[config.mk]
export PLATFORM = sky130hd
export DESIGN_NAME = snd_cmd_queue
export DESIGN_NICKNAME = d
export VERILOG_FILES = /design/src/rtl/snd_cmd_queue.sv
export SDC_FILE = /design/constraint.sdc
export NUM_CORES = 1
export LEC_CHECK = 0
export ABC_AREA = 1
export CELL_PAD_IN_SITES_DETAIL_PLACEMENT = 0
export CELL_PAD_IN_SITES_GLOBAL_PLACEMENT = 1
export CORE_UTILIZATION = 39
export DETAILED_ROUTE_END_ITERATION = 10
export GPL_ROUTABILITY_DRIVEN = 0
export PLACE_DENSITY = 0.85
export RECOVER_POWER = 100
export REMOVE_ABC_BUFFERS = 1
export SYNTH_ARGS = -nofsm -noshare
export SYNTH_HDL_FRONTEND = slang
export SYNTH_SLANG_ARGS = --single-unit
[constraint.sdc]
create_clock -name clk48M -period 2.6 [get_ports clk48M]
set_clock_uncertainty 0.2 [all_clocks]
set_input_delay 0.52 -clock clk48M [delete_from_list [all_inputs] [get_ports clk48M]]
set_output_delay 0.52 -clock clk48M [all_outputs]
set_load 0.1 [all_outputs]
[src/rtl/snd_cmd_queue.sv]
// snd_cmd_queue: sound-command FIFO with NMI handshake and periodic sound-CPU IRQ timer.
// Optional status port (ovf_clr, snd_status) enabled by defining SNDQ_STATUS_EN.
module snd_cmd_queue #(
  parameter int DW         = 8,
  parameter int DEPTH_LOG2 = 2,
  parameter int IRQ_PERIOD = 33333
) (
  input  logic                  clk48M,
  input  logic                  reset,
  input  logic                  clk_en,
  input  logic [DW-1:0]         sndno,
  input  logic                  sndstart,
  input  logic                  latch_rd,
  output logic                  cpu_irq,
  input  logic                  cpu_irqa,
  output logic                  cpu_nmi,
  input  logic                  cpu_nmia,
  output logic [DW-1:0]         comlatch,
  output logic [DEPTH_LOG2:0]   q_count,
  output logic                  q_ovf
`ifdef SNDQ_STATUS_EN
  ,
  input  logic                  ovf_clr,
  output logic [7:0]            snd_status
`endif
);
  localparam int DEPTH = 1 << DEPTH_LOG2;
  localparam int TW = $clog2(IRQ_PERIOD);
  typedef enum logic [1:0] {IDLE = 2'd0, PEND = 2'd1, ACKD = 2'd2} state_t;
  state_t state_q, state_d;
  logic start_q;
  logic [DEPTH_LOG2:0] wr_q, wr_d, rd_q, rd_d;
  logic [DW-1:0] mem_q [DEPTH];
  logic [DW-1:0] mem_d [DEPTH];
  logic [DW-1:0] latch_q, latch_d;
  logic nmi_q, nmi_d, irq_q, irq_d, ovf_q, ovf_d;
  logic [TW-1:0] cnt_q, cnt_d;
  logic push, pop, bypass, fifo_wr, accept, full, empty, wrap, ovf_clr_i;
`ifdef SNDQ_STATUS_EN
  assign ovf_clr_i = ovf_clr;
  assign snd_status = {ovf_q, full, empty, state_q, 3'b0};
`else
  assign ovf_clr_i = 1'b0;
`endif
  assign q_count = wr_q - rd_q;
  assign full = q_count == (DEPTH_LOG2+1)'(DEPTH);
  assign empty = q_count == '0;
  assign comlatch = latch_q;
  assign cpu_nmi = nmi_q;
  assign cpu_irq = irq_q;
  assign q_ovf = ovf_q;
  always_comb begin
    push = sndstart & ~start_q;
    pop = state_q == ACKD && latch_rd && !empty;
    // a push arriving as the last entry is released goes straight to the latch
    bypass = state_q == ACKD && latch_rd && empty;
    fifo_wr = push && state_q != IDLE && !bypass;
    accept = fifo_wr && (!full || pop);
    state_d = state_q;
    latch_d = latch_q;
    nmi_d = nmi_q;
    if (state_q == IDLE && push) begin
      latch_d = sndno;
      nmi_d = 1'b1;
      state_d = PEND;
    end else if (state_q == PEND && cpu_nmia) begin
      nmi_d = 1'b0;
      state_d = ACKD;
    end else if (state_q == ACKD && latch_rd) begin
      latch_d = pop ? mem_q[rd_q[DEPTH_LOG2-1:0]] : push ? sndno : latch_q;
      nmi_d = pop || push;
      state_d = (pop || push) ? PEND : IDLE;
    end
    mem_d = mem_q;
    if (accept) mem_d[wr_q[DEPTH_LOG2-1:0]] = sndno;
    wr_d = wr_q + (DEPTH_LOG2+1)'(accept);
    rd_d = rd_q + (DEPTH_LOG2+1)'(pop);
    ovf_d = (fifo_wr && !accept) | (ovf_q & ~ovf_clr_i);
    wrap = clk_en && cnt_q == TW'(IRQ_PERIOD-1);
    cnt_d = !clk_en ? cnt_q : wrap ? '0 : cnt_q + 1'b1;
    irq_d = wrap | (irq_q & ~cpu_irqa);
  end
  always_ff @(posedge clk48M or posedge reset) begin
    if (reset) begin
      state_q <= IDLE;
      start_q <= 1'b0;
      wr_q <= '0;
      rd_q <= '0;
      mem_q <= '{default: '0};
      latch_q <= '0;
      nmi_q <= 1'b0;
      irq_q <= 1'b0;
      ovf_q <= 1'b0;
      cnt_q <= '0;
    end else begin
      state_q <= state_d;
      start_q <= sndstart;
      wr_q <= wr_d;
      rd_q <= rd_d;
      mem_q <= mem_d;
      latch_q <= latch_d;
      nmi_q <= nmi_d;
      irq_q <= irq_d;
      ovf_q <= ovf_d;
      cnt_q <= cnt_d;
    end
  end
endmodule

==> impl_summary.txt <==
----------------------------------------------------
[Outcome]
  Result of the run ... complete, but fails checks
  Violated checks ... max-capacitance violations, max-slew violations

[Pwr]
  Power Total ... around 5500 uW
  Leakage power ... about 0.0021 uW
  Worst VDD drop ... 0.638 mV
  Cell Pwr Density ... approximately 1300 mW/mm^2

[STA]
  Headroom to the max-slew limit ... -0.0125
  Pins over their slew limit ... 68
  Slew at the pin closest to its max-slew limit ... approximately 1500 ps
  Min Tclk post-route ... 2500 ps
  Achievable frequency ... approximately 400 MHz
  Hold violation count in the final report ... 0
  Period utilization ... 0.961
  Setup repair after global routing missed its margin ... no
  Final setup violation count ... 0

[Yosys]
  Warning count from the yosys run ... 0
  Fraction of synthesis flops using an asynchronous set or reset pin ... 1.00
  Most common cell in the netlist ... sky130_fd_sc_hd__nand2_1
  Share of the synthesized area in the top cell type ... 0.476
  Post-synthesis cell type with the largest combined area ... sky130_fd_sc_hd__dfrtp_1
  Cell types occupying the most area after synthesis ... sky130_fd_sc_hd__dfrtp_1 48%, sky130_fd_sc_hd__nand2_1 15%, sky130_fd_sc_hd__nand4_1 7.6%
  Number of register bits inferred by synthesis ... 67
  Number of enable-type register cells in the synthesized netlist ... 0
  Count of cell types in the netlist ... 27
  Dominant register cell in the synthesized netlist ... sky130_fd_sc_hd__dfrtp_1
  Average footprint of a synthesized cell ... between 7 and 8 um^2
  Netlist area before placement ... approximately 0.0035 mm^2
  Fraction of the yosys area taken by sequential cells ... 0.476
  Cells after Synth ... roughly 460
  Commonest cells in the netlist ... 142 x sky130_fd_sc_hd__nand2_1, 67 x sky130_fd_sc_hd__dfrtp_1, 48 x sky130_fd_sc_hd__nor2_1

[Floorplan]
  Ports ... 29
  Floorplan core area ... between 0.008 and 0.009 mm^2
  Die X ... 97.0 um
  Standard-cell row count ... 34
  Initial Utilization ... 0.404
  DIE HEIGHT ... roughly 97 um
  Die area ... 0.00941 mm^2

[CTS]
  CTS hold repair buffers ... 0
  Total CTS buffers ... 9
  Clock input transition at the sequential cells of the worst setup and hold paths ... around 70 ps
  Latest clock arrival within the worst-skew pair ... roughly 340 ps
  Number of buffers on the longest clock path ... 2
  TritonCTS clock tree ... yes
  Clock tree sinks ... 67
  Cell at the root of the clock tree ... sky130_fd_sc_hd__clkbuf_8
  Total number of H-tree levels ... 3

[Worst setup path]
  Data required time of the critical path ... 1880 ps
  Crit path max-delay cell type ... sky130_fd_sc_hd__fa_2
  CP Cell Sequence ... inv_1 > ha_1 > fa_2 > inv_1 > nand2_2 > nand2_2 > buf_8
  Crit path DAT ... approximately 1800 ps
  Number of cells traversed by the worst register-to-register path ... 10
  Critical path type ... reg2out
  Buf/Inv on CP ... 3
  Reg2reg start ... wr_q[0]
  Critical path fanouts, max ... 3
  Highest cell delay on the worst timing path ... 370 ps
  Reg-to-reg endpoint ... wr_q[2]
  Cell family with most CP delay ... adder cells
  Startpoint type of the worst setup path ... flop
  CP Capture Type ... primary output
  Worst-case register-to-register setup slack ... 110 ps

[Route]
  Initial detailed-routing violation count ... 265
  DRC violation count after routing ... 0
  Routed length per instance ... 14.1 um
  Vias per std cell ... just over 5
  Residual antenna-violating net count after detailed routing ... 0
  Via count ... 3166
  Total detailed-routing wirelength ... 8.64 mm
  First-pass iteration count of the detailed router ... 4

[Finish]
  Fraction of final layout cells sized beyond drive strength 1 ... 0.0871
  Post-route insts no fill ... approximately 610
  Number of antenna cells inserted ... 0
  Layout Area Growth over Synthesis ... 17.1%
  Post-Layout Inst Area ... just over 0.004 mm^2
  NumNets Final ... about 520

[Global routing]
  Initial antenna violation count ... 0
  First-pass GRT wire length ... ~15 mm
  Global route total overflow ... 0
  Maximum number of pins on one net before global-route repair ... 68
  GR Util All Layers ... 0.197
  Number of global-route vias before repair ... about 3100

[Worst hold path]
  WHS Endpoint ... mem_q[7]
  Startpoint of the tightest hold check path ... mem_q[7]
  Hold Path Class ... reg2reg
  Hold Crit Depth ... 2

[Placed design]
  Placed instance count ... 595
  Placed instance area ... between 0.004 and 0.005 mm^2
  HPWL after detailed placement ... approximately 6.0 mm
  Quantity of I/O buffers inserted on ports ... 28

[Run]
  Max-cap check violation count ... 1

----------------------------------------------------
-- report_power, final --
part / switching (uW) / internal, uW / total, uW
sequential: 287 / 1450 / 1740
clock: 395 / 470 / 865
combinational: 2100 / 759 / 2860
total: 2780 / 2680 / 5460
-- tightest hold or removal path, cell delays in order (launching register included) --
cell and delay [ps]:
sky130_fd_sc_hd__dfrtp_1 340, sky130_fd_sc_hd__nand2_1 50, sky130_fd_sc_hd__nand2_1 50
-- worst max-delay path by stage --
| stage | start | to | slack (ps) | cells after the start |
|---|---|---|---|---|
| 6_report | wr_q[0] | q_count[2] | 100 | 7 |
| 2_1_floorplan | rd_q[0] | wr_q[2] | -980 | 9 |
| 4_1_cts | wr_q[0] | q_count[2] | 10 | 7 |
| 5_1_grt | wr_q[0] | q_count[2] | 30 | 7 |
| 3_3_place_gp | latch_rd | mem_q[17] | 140 | 8 |
| 3_5_place_dp | wr_q[0] | wr_q[2] | 80 | 10 |
-- repair_timing --
item,4_1_cts,5_1_grt
gates resized for setup,1,4
pin swaps,1,0
cloned,0,0
setup buffers,1,1
endpoints found under the setup margin,1,26
-- flip-flops by register name, summed over array words and instances (netlist names) --
name	flops
cnt_q	16
start_q	1
cpu_irq	1
wr_q	3
q_ovf	1
mem_q	32
rd_q	3
state_q	2
comlatch	8
-- layout by cell type (no fill, tap or decap), drive strengths merged, types with 2 or more instances in the layout --
cell	n
o21ai	32
nor2	48
nand4	44
nor3	11
inv	43
ha	7
clkbuf	29
nand2	143
buf	17
dfrtp	67
a21oi	4
clkdlybuf4s50	12
xor2	8
nand3	26
dlygate4sd3	2
clkinv	3
-- stage by stage --
step / util / setup slack (ps) / hold WS (ps) / TNS, ps
6_report: 0.473 / 101 / 269 / 0
3_3_place_gp: 0.459 / 143 / 248 / 0
4_1_cts: 0.482 / 15.0 / 271 / 0
3_5_place_dp: 0.459 / 82.8 / 253 / 0
2_1_floorplan: - / -981 / 237 / -31810
5_1_grt: 0.473 / 29.0 / 286 / 0
-- kinds of logic (layout without fill, tap and decap cells) --
kind of cell | Yosys count | in the layout | synth area share
AO/OA/AOI/OAI | 39 | 39 | 0.0604
adder cells (fa/ha/maj) | 8 | 8 | 0.0305
XOR/XNOR | 9 | 9 | 0.0224
AND/OR/NAND/NOR | 275 | 275 | 0.344
buffers and inverters | 59 | 107 | 0.0668
flip-flops | 67 | 67 | 0.476
-- area by class of cell --
type / instances / area [um^2]
Clock buffer: 14 / 153
Sequential cell: 67 / 1680
Fill cell: 897 / 4600
Clock inverter: 2 / 35.0
Tap cell: 108 / 135
Timing Repair Buffer: 46 / 339
Inverter: 45 / 169
Multi-Input combinational cell: 331 / 1620
-- per-layer routing --
layer,wire length (um),vias up,global-route usage,part of all wire
li1,-,1588,-,-
met1,4120,1479,0.272,0.48
met2,3980,86,0.315,0.46
met3,376,13,0.0267,0.044
met4,165,0,0.0769,0.019
met5,0,-,0,0
(Power assumes the default switching activity.)
